**src/rtl/serial_frame_tx_if.sv**
```systemverilog
// Frame request and serial-line signals of serial_frame_tx.
// The source side (switches/registers) uses master; the transmitter uses slave.
interface serial_frame_tx_if #(
  parameter int DATA_WIDTH = 8
);
  logic                  input_load3_3;
  logic [DATA_WIDTH-1:0] input_data4_4;
  logic                  output_serial5_5;
  logic                  output_busy6_6;
  logic                  output_done7_7;

  modport master (
    output input_load3_3, input_data4_4,
    input  output_serial5_5, output_busy6_6, output_done7_7
  );

  modport slave (
    input  input_load3_3, input_data4_4,
    output output_serial5_5, output_busy6_6, output_done7_7
  );
endinterface

```
**src/rtl/serial_frame_tx.sv**
```systemverilog
// Parallel-in, serial-out frame transmitter.
// Frame on the line: start bit (0), DATA_WIDTH payload bits LSB first, stop bit (1).
// Each bit is held BIT_CYCLES clocks. All outputs are driven straight from flops.
module serial_frame_tx #(
  parameter int DATA_WIDTH = 8,
  parameter int BIT_CYCLES = 1
) (
  input logic          input_clock1_1,
  input logic          input_reset2_2,
  serial_frame_tx_if.slave bus
);
  localparam int IDX_W = (DATA_WIDTH > 1) ? $clog2(DATA_WIDTH) : 1;
  localparam int CNT_W = (BIT_CYCLES > 1) ? $clog2(BIT_CYCLES) : 1;
  localparam logic [IDX_W-1:0] IDX_LAST = IDX_W'(DATA_WIDTH - 1);
  localparam logic [CNT_W-1:0] CNT_LAST = CNT_W'(BIT_CYCLES - 1);

  typedef enum logic [1:0] {IDLE, START, DATA, STOP} state_t;

  state_t                state;
  logic [DATA_WIDTH-1:0] shreg;
  logic [DATA_WIDTH-1:0] shreg_nxt;
  logic [IDX_W-1:0]      idx;
  logic [CNT_W-1:0]      cnt;
  logic                  serial;
  logic                  busy;
  logic                  done;

  // Next payload bit to present once the current one has been held long enough.
  assign shreg_nxt = shreg >> 1;

  // Frame sequencer; outputs are set on the edge that enters each bit so
  // they change together with the state and never depend on live inputs.
  always_ff @(posedge input_clock1_1 or posedge input_reset2_2) begin
    if (input_reset2_2) begin
      state  <= IDLE;
      shreg  <= '0;
      idx    <= '0;
      cnt    <= '0;
      serial <= 1'b1;
      busy   <= 1'b0;
      done   <= 1'b0;
    end else begin
      done <= 1'b0;
      case (state)
        IDLE: begin
          serial <= 1'b1;
          busy   <= 1'b0;
          if (bus.input_load3_3) begin
            shreg  <= bus.input_data4_4;
            cnt    <= '0;
            idx    <= '0;
            serial <= 1'b0;
            busy   <= 1'b1;
            state  <= START;
          end
        end
        START: begin
          if (cnt == CNT_LAST) begin
            cnt    <= '0;
            serial <= shreg[0];
            state  <= DATA;
          end else begin
            cnt <= cnt + CNT_W'(1);
          end
        end
        DATA: begin
          if (cnt == CNT_LAST) begin
            cnt <= '0;
            if (idx == IDX_LAST) begin
              serial <= 1'b1;
              state  <= STOP;
            end else begin
              idx    <= idx + IDX_W'(1);
              shreg  <= shreg_nxt;
              serial <= shreg_nxt[0];
            end
          end else begin
            cnt <= cnt + CNT_W'(1);
          end
        end
        STOP: begin
          if (cnt == CNT_LAST) begin
            cnt    <= '0;
            busy   <= 1'b0;
            done   <= 1'b1;
            serial <= 1'b1;
            state  <= IDLE;
          end else begin
            cnt <= cnt + CNT_W'(1);
          end
        end
        default: state <= IDLE;
      endcase
    end
  end

  assign bus.output_serial5_5 = serial;
  assign bus.output_busy6_6   = busy;
  assign bus.output_done7_7   = done;
endmodule

```
**src/flat_wrapper.sv**
```systemverilog
// flat-port wrapper written by rule: the top's interface ports become plain ports
module serial_frame_tx_flat 
#(
  parameter int DATA_WIDTH = 8,
  parameter int BIT_CYCLES = 1
)
  (input_clock1_1, input_reset2_2, bus_input_load3_3, bus_input_data4_4, bus_output_serial5_5, bus_output_busy6_6, bus_output_done7_7);
  serial_frame_tx_if #(.DATA_WIDTH(DATA_WIDTH)) bus_i ();
  input logic input_clock1_1;
  input logic input_reset2_2;
  input wire logic [$bits(bus_i.input_load3_3)-1:0] bus_input_load3_3;
  input wire logic [$bits(bus_i.input_data4_4)-1:0] bus_input_data4_4;
  output wire logic [$bits(bus_i.output_serial5_5)-1:0] bus_output_serial5_5;
  output wire logic [$bits(bus_i.output_busy6_6)-1:0] bus_output_busy6_6;
  output wire logic [$bits(bus_i.output_done7_7)-1:0] bus_output_done7_7;
  assign bus_i.input_load3_3 = bus_input_load3_3;
  assign bus_i.input_data4_4 = bus_input_data4_4;
  assign bus_output_serial5_5 = bus_i.output_serial5_5;
  assign bus_output_busy6_6 = bus_i.output_busy6_6;
  assign bus_output_done7_7 = bus_i.output_done7_7;
  serial_frame_tx #(.DATA_WIDTH(DATA_WIDTH), .BIT_CYCLES(BIT_CYCLES)) u_core (.input_clock1_1(input_clock1_1), .input_reset2_2(input_reset2_2), .bus(bus_i));
endmodule
```
**config.mk**
```make
export PLATFORM = sky130hd
export DESIGN_NAME = serial_frame_tx_flat
export DESIGN_NICKNAME = d
export VERILOG_FILES = /design/src/rtl/serial_frame_tx_if.sv /design/src/rtl/serial_frame_tx.sv /design/src/flat_wrapper.sv
export SDC_FILE = /design/constraint.sdc
export NUM_CORES = 1
export LEC_CHECK = 0
export ABC_AREA = 1
export BUFFER_PORTS_ARGS = -buffer_cell sky130_fd_sc_hd__buf_2
export CAP_MARGIN = 10
export CORE_MARGIN = 2
export CORE_UTILIZATION = 45
export CTS_BUF_LIST = sky130_fd_sc_hd__clkbuf_16
export CTS_CLUSTER_DIAMETER = 60
export DETAILED_ROUTE_END_ITERATION = 10
export GPL_TIMING_DRIVEN = 0
export PLACE_DENSITY = 0.69
export SYNTH_ARGS = -nofsm -noshare
export SYNTH_HDL_FRONTEND = slang
export SYNTH_SLANG_ARGS = --single-unit
export TNS_END_PERCENT = 100
```
**constraint.sdc**
```tcl
create_clock -name input_clock1_1 -period 1.44 [get_ports input_clock1_1]
set_input_delay 0.288 -clock input_clock1_1 [delete_from_list [all_inputs] [get_ports input_clock1_1]]
set_output_delay 0.288 -clock input_clock1_1 [all_outputs]
set_load 0.05 [all_outputs]
```
==> out/qor.yml <==
run_status:
  status: "completed"
finish:
  area_growth_pct: 27.47
  fin_nets: 157
  n_antenna_cell: 0
  final_util: 0.5954
  drive_gt1_frac: 0.2681
  finalNonFillerCells: 165
  final_area_um2: 1132
critical_path:
  worst_ep_arrival_time_ns: 1.57
  worstPathCellList: "ha_2 -> ha_2 -> inv_1 -> nand2_2 -> nand2_2 -> buf_4 -> nand3_1 -> nand2_1"
  crit_fanout: 5
  slowest_delay_ns: 0.41
  crit_slowest_cell: "dfrtp_1"
  critPathCaptureType: "register"
  setup.worst_path.start_class: "register"
  critPathKind: "register to register"
  crit_required_ns: 1.62
logic_synthesis:
  ys_seq_area_frac: 0.4521
  avgSynthCellArea_um2: 7.593
  netlist-cell-type-count: 16
  synth_top_area_cell: "dfrtp_1"
  synthFlopType: "dfrtp_1"
  synth_nets: 135
  yosysMostFrequentCell: "nand2_1"
  synthCells: 117
  synth_edf_count: 0
  async_flop_share: 1.000
  ys_warn_count: 0
  synth_seq_cells: 16
  syn-cell-area_um2: 888.4
  synth.area.top_cells: "dfrtp_1 (42%), nand2_1 (25%), ha_1 (9.9%)"
  synth_top_area_frac: 0.4225
  netlist_top_cells_count: "nand2_1 (59), dfrtp_1 (15), nand3_1 (12)"
placement:
  hpwl_mm: 1.205
  io_buffers: 13
  placed_area_um2: 987.2
  placed_cells_incl_taps: 157
  gp_congestion: 0.7800
floorplanning:
  die_h_um: 48.43
  die_area_um2: 2345
  start_util: 0.4671
  die_w_um: 48.43
  rows: 16
  fp.coreArea_um2: 1902
  io_pins: 14
power:
  total_power_w: 0.002809
  pwr-share-comb: 0.535
  clkPwrFrac: 0.190
  switching_share: 0.4243
  power_frac_seq: 0.275
  p_sw_w: 0.001192
  p_leak_nw: 0.6607
  vdd_ir_drop_max_mv: 1.071
  p_int_w: 0.001617
  powerDensity_nw_per_um2: 2481
route:
  routed_wl_mm: 1.891
  drtIter0Drc: 14
  vias: 785
  routedWlPerCell_um: 11.46
  drt_pass1_iterations: 4
  avgViaCountPerCell: 4.758
  antenna_left: 0
  post-route-drc-count: 0
timing:
  fin_crit_ns: 1.390
  skew_ns: 0.004403
  worst_pin_slew_ns: 0.5961
  slew_headroom: 0.6022
  slew_violations: 0
  hold_ws_ns: 0.1028
  hold_viol_final: 0
  setup_violations: 0
  min_period_over_period: 0.9649
  clock.fmax_mhz: 719.7
clocking:
  clk_pin_slew_ns: 0.05
  cts.sinks: 16
  clockBufferDepth: 2
  cts-buffers-inserted: 3
  htree_levels: 1
  clock_latency_ns: 0.24
  hold_buffers: 0
  ctsRootBufferMaster: "clkbuf_16"
  cts_tree: "yes"
grt:
  grt_max_degree: 17
  antenna_found_initial: 0
  gr-total-overflow: 0
  grt_pass1_vias: 739
  grt_pass1_wl_mm: 3.091
  grtUsageTotal: 0.1678
job:
  max-cap-violations: 0
min_path:
  min_path_type: "input pin to asynchronous set/reset pin"
power groups by stage:
| stage | Combinational (W) | Clock (W) | Sequential (W) |
|---|---|---|---|
| CTS | 0.00137 | 0.000544 | 0.000766 |
| global placement | 0.00125 | 0 | 0.000767 |
| global route | 0.00169 | 0.000567 | 0.000793 |
| floorplan | 0.000878 | 0 | 0.000894 |
| finish | 0.00150 | 0.000534 | 0.000773 |
| detailed placement | 0.00127 | 0 | 0.000777 |
placed cells by master (no fill, tap or decap), drive strengths merged:
cell	synthesis	final
nand2	60	60
buf	4	21
dfrtp	15	15
nand3	13	13
inv	10	11
ha	7	7
nor2	4	4
clkbuf	0	3
o31ai	1	1
o21ai	1	1
o21a	1	1
dfstp	1	1
routing by layer:
metal | GRT usage | wire (um)
met1 | 0.2120 | 883
met2 | 0.2917 | 907
met3 | 0.02778 | 70
met4 | 0.05714 | 29
met5 | 0 | 0
registers in the layout, summed over array words and instances (netlist names):
name / flops
u_core.idx: 3
u_core.bus.output_done7_7: 1
u_core.shreg: 8
u_core.bus.output_serial5_5: 1
u_core.bus.output_busy6_6: 1
u_core.state: 2
path summary, 6_finish.rpt:
kind	startpoint	end	slack, ns	depth (start not counted)
hold reg to reg	u_core.shreg[7]	u_core.shreg[7]	0.48	2
min in group input_clock1_1	bus_input_load3_3	u_core.bus.output_serial5_5	0.28	3
max in group asynchronous	input_reset2_2	u_core.idx[1]	0.95	2
setup reg to reg	u_core.idx[0]	u_core.idx[0]	0.05	8
hold / removal	input_reset2_2	u_core.shreg[3]	0.10	2
setup / recovery	u_core.idx[0]	u_core.idx[0]	0.05	8
critical path, delay by kind of cell (launching register included):
| kind | cells | cell delay, ns |
|---|---|---|
| flip-flops | 1 | 0.41 |
| buffers and inverters | 2 | 0.22 |
| AND/OR/NAND/NOR | 4 | 0.31 |
| adder cells (fa/ha/maj) | 2 | 0.38 |
final cells by class:
cell class / count / area (um2)
Clock buffer: 3 / 75.07
Tap cell: 27 / 33.78
Multi-Input combinational cell: 87 / 450.4
Inverter: 10 / 40.04
Sequential cell: 16 / 401.6
Timing Repair Buffer: 17 / 95.09
Buffer: 4 / 32.53
Fill cell: 164 / 769.5
Clock inverter: 1 / 3.754
repair_timing:
action / in CTS / in global routing
gates resized for setup: 4 / 9
endpoints found under the setup margin: 11 / 12
pin swaps: 0 / 1
gates cloned: 0 / 1
setup buffers: 2 / 1
cell families (layout without fill, tap and decap cells):
kind of cell,Yosys count,count (layout),synth area share
buffers and inverters,14,35,0.07464
flip-flops,16,16,0.4521
adder cells (fa/ha/maj),7,7,0.09859
AND/OR/NAND/NOR,77,77,0.3521
AO/OA/AOI/OAI,3,3,0.02254
stage by stage:
stage,TNS [ns],setup WS (ns)
2_1_floorplan,0,0.1409
3_3_place_gp,0,0.009068
3_5_place_dp,-0.1243,-0.02292
4_1_cts,0,0.001258
5_1_grt,-0.07976,-0.01840
6_report,0,0.05048
No activity file was read; power rests on OpenSTA's default activity.
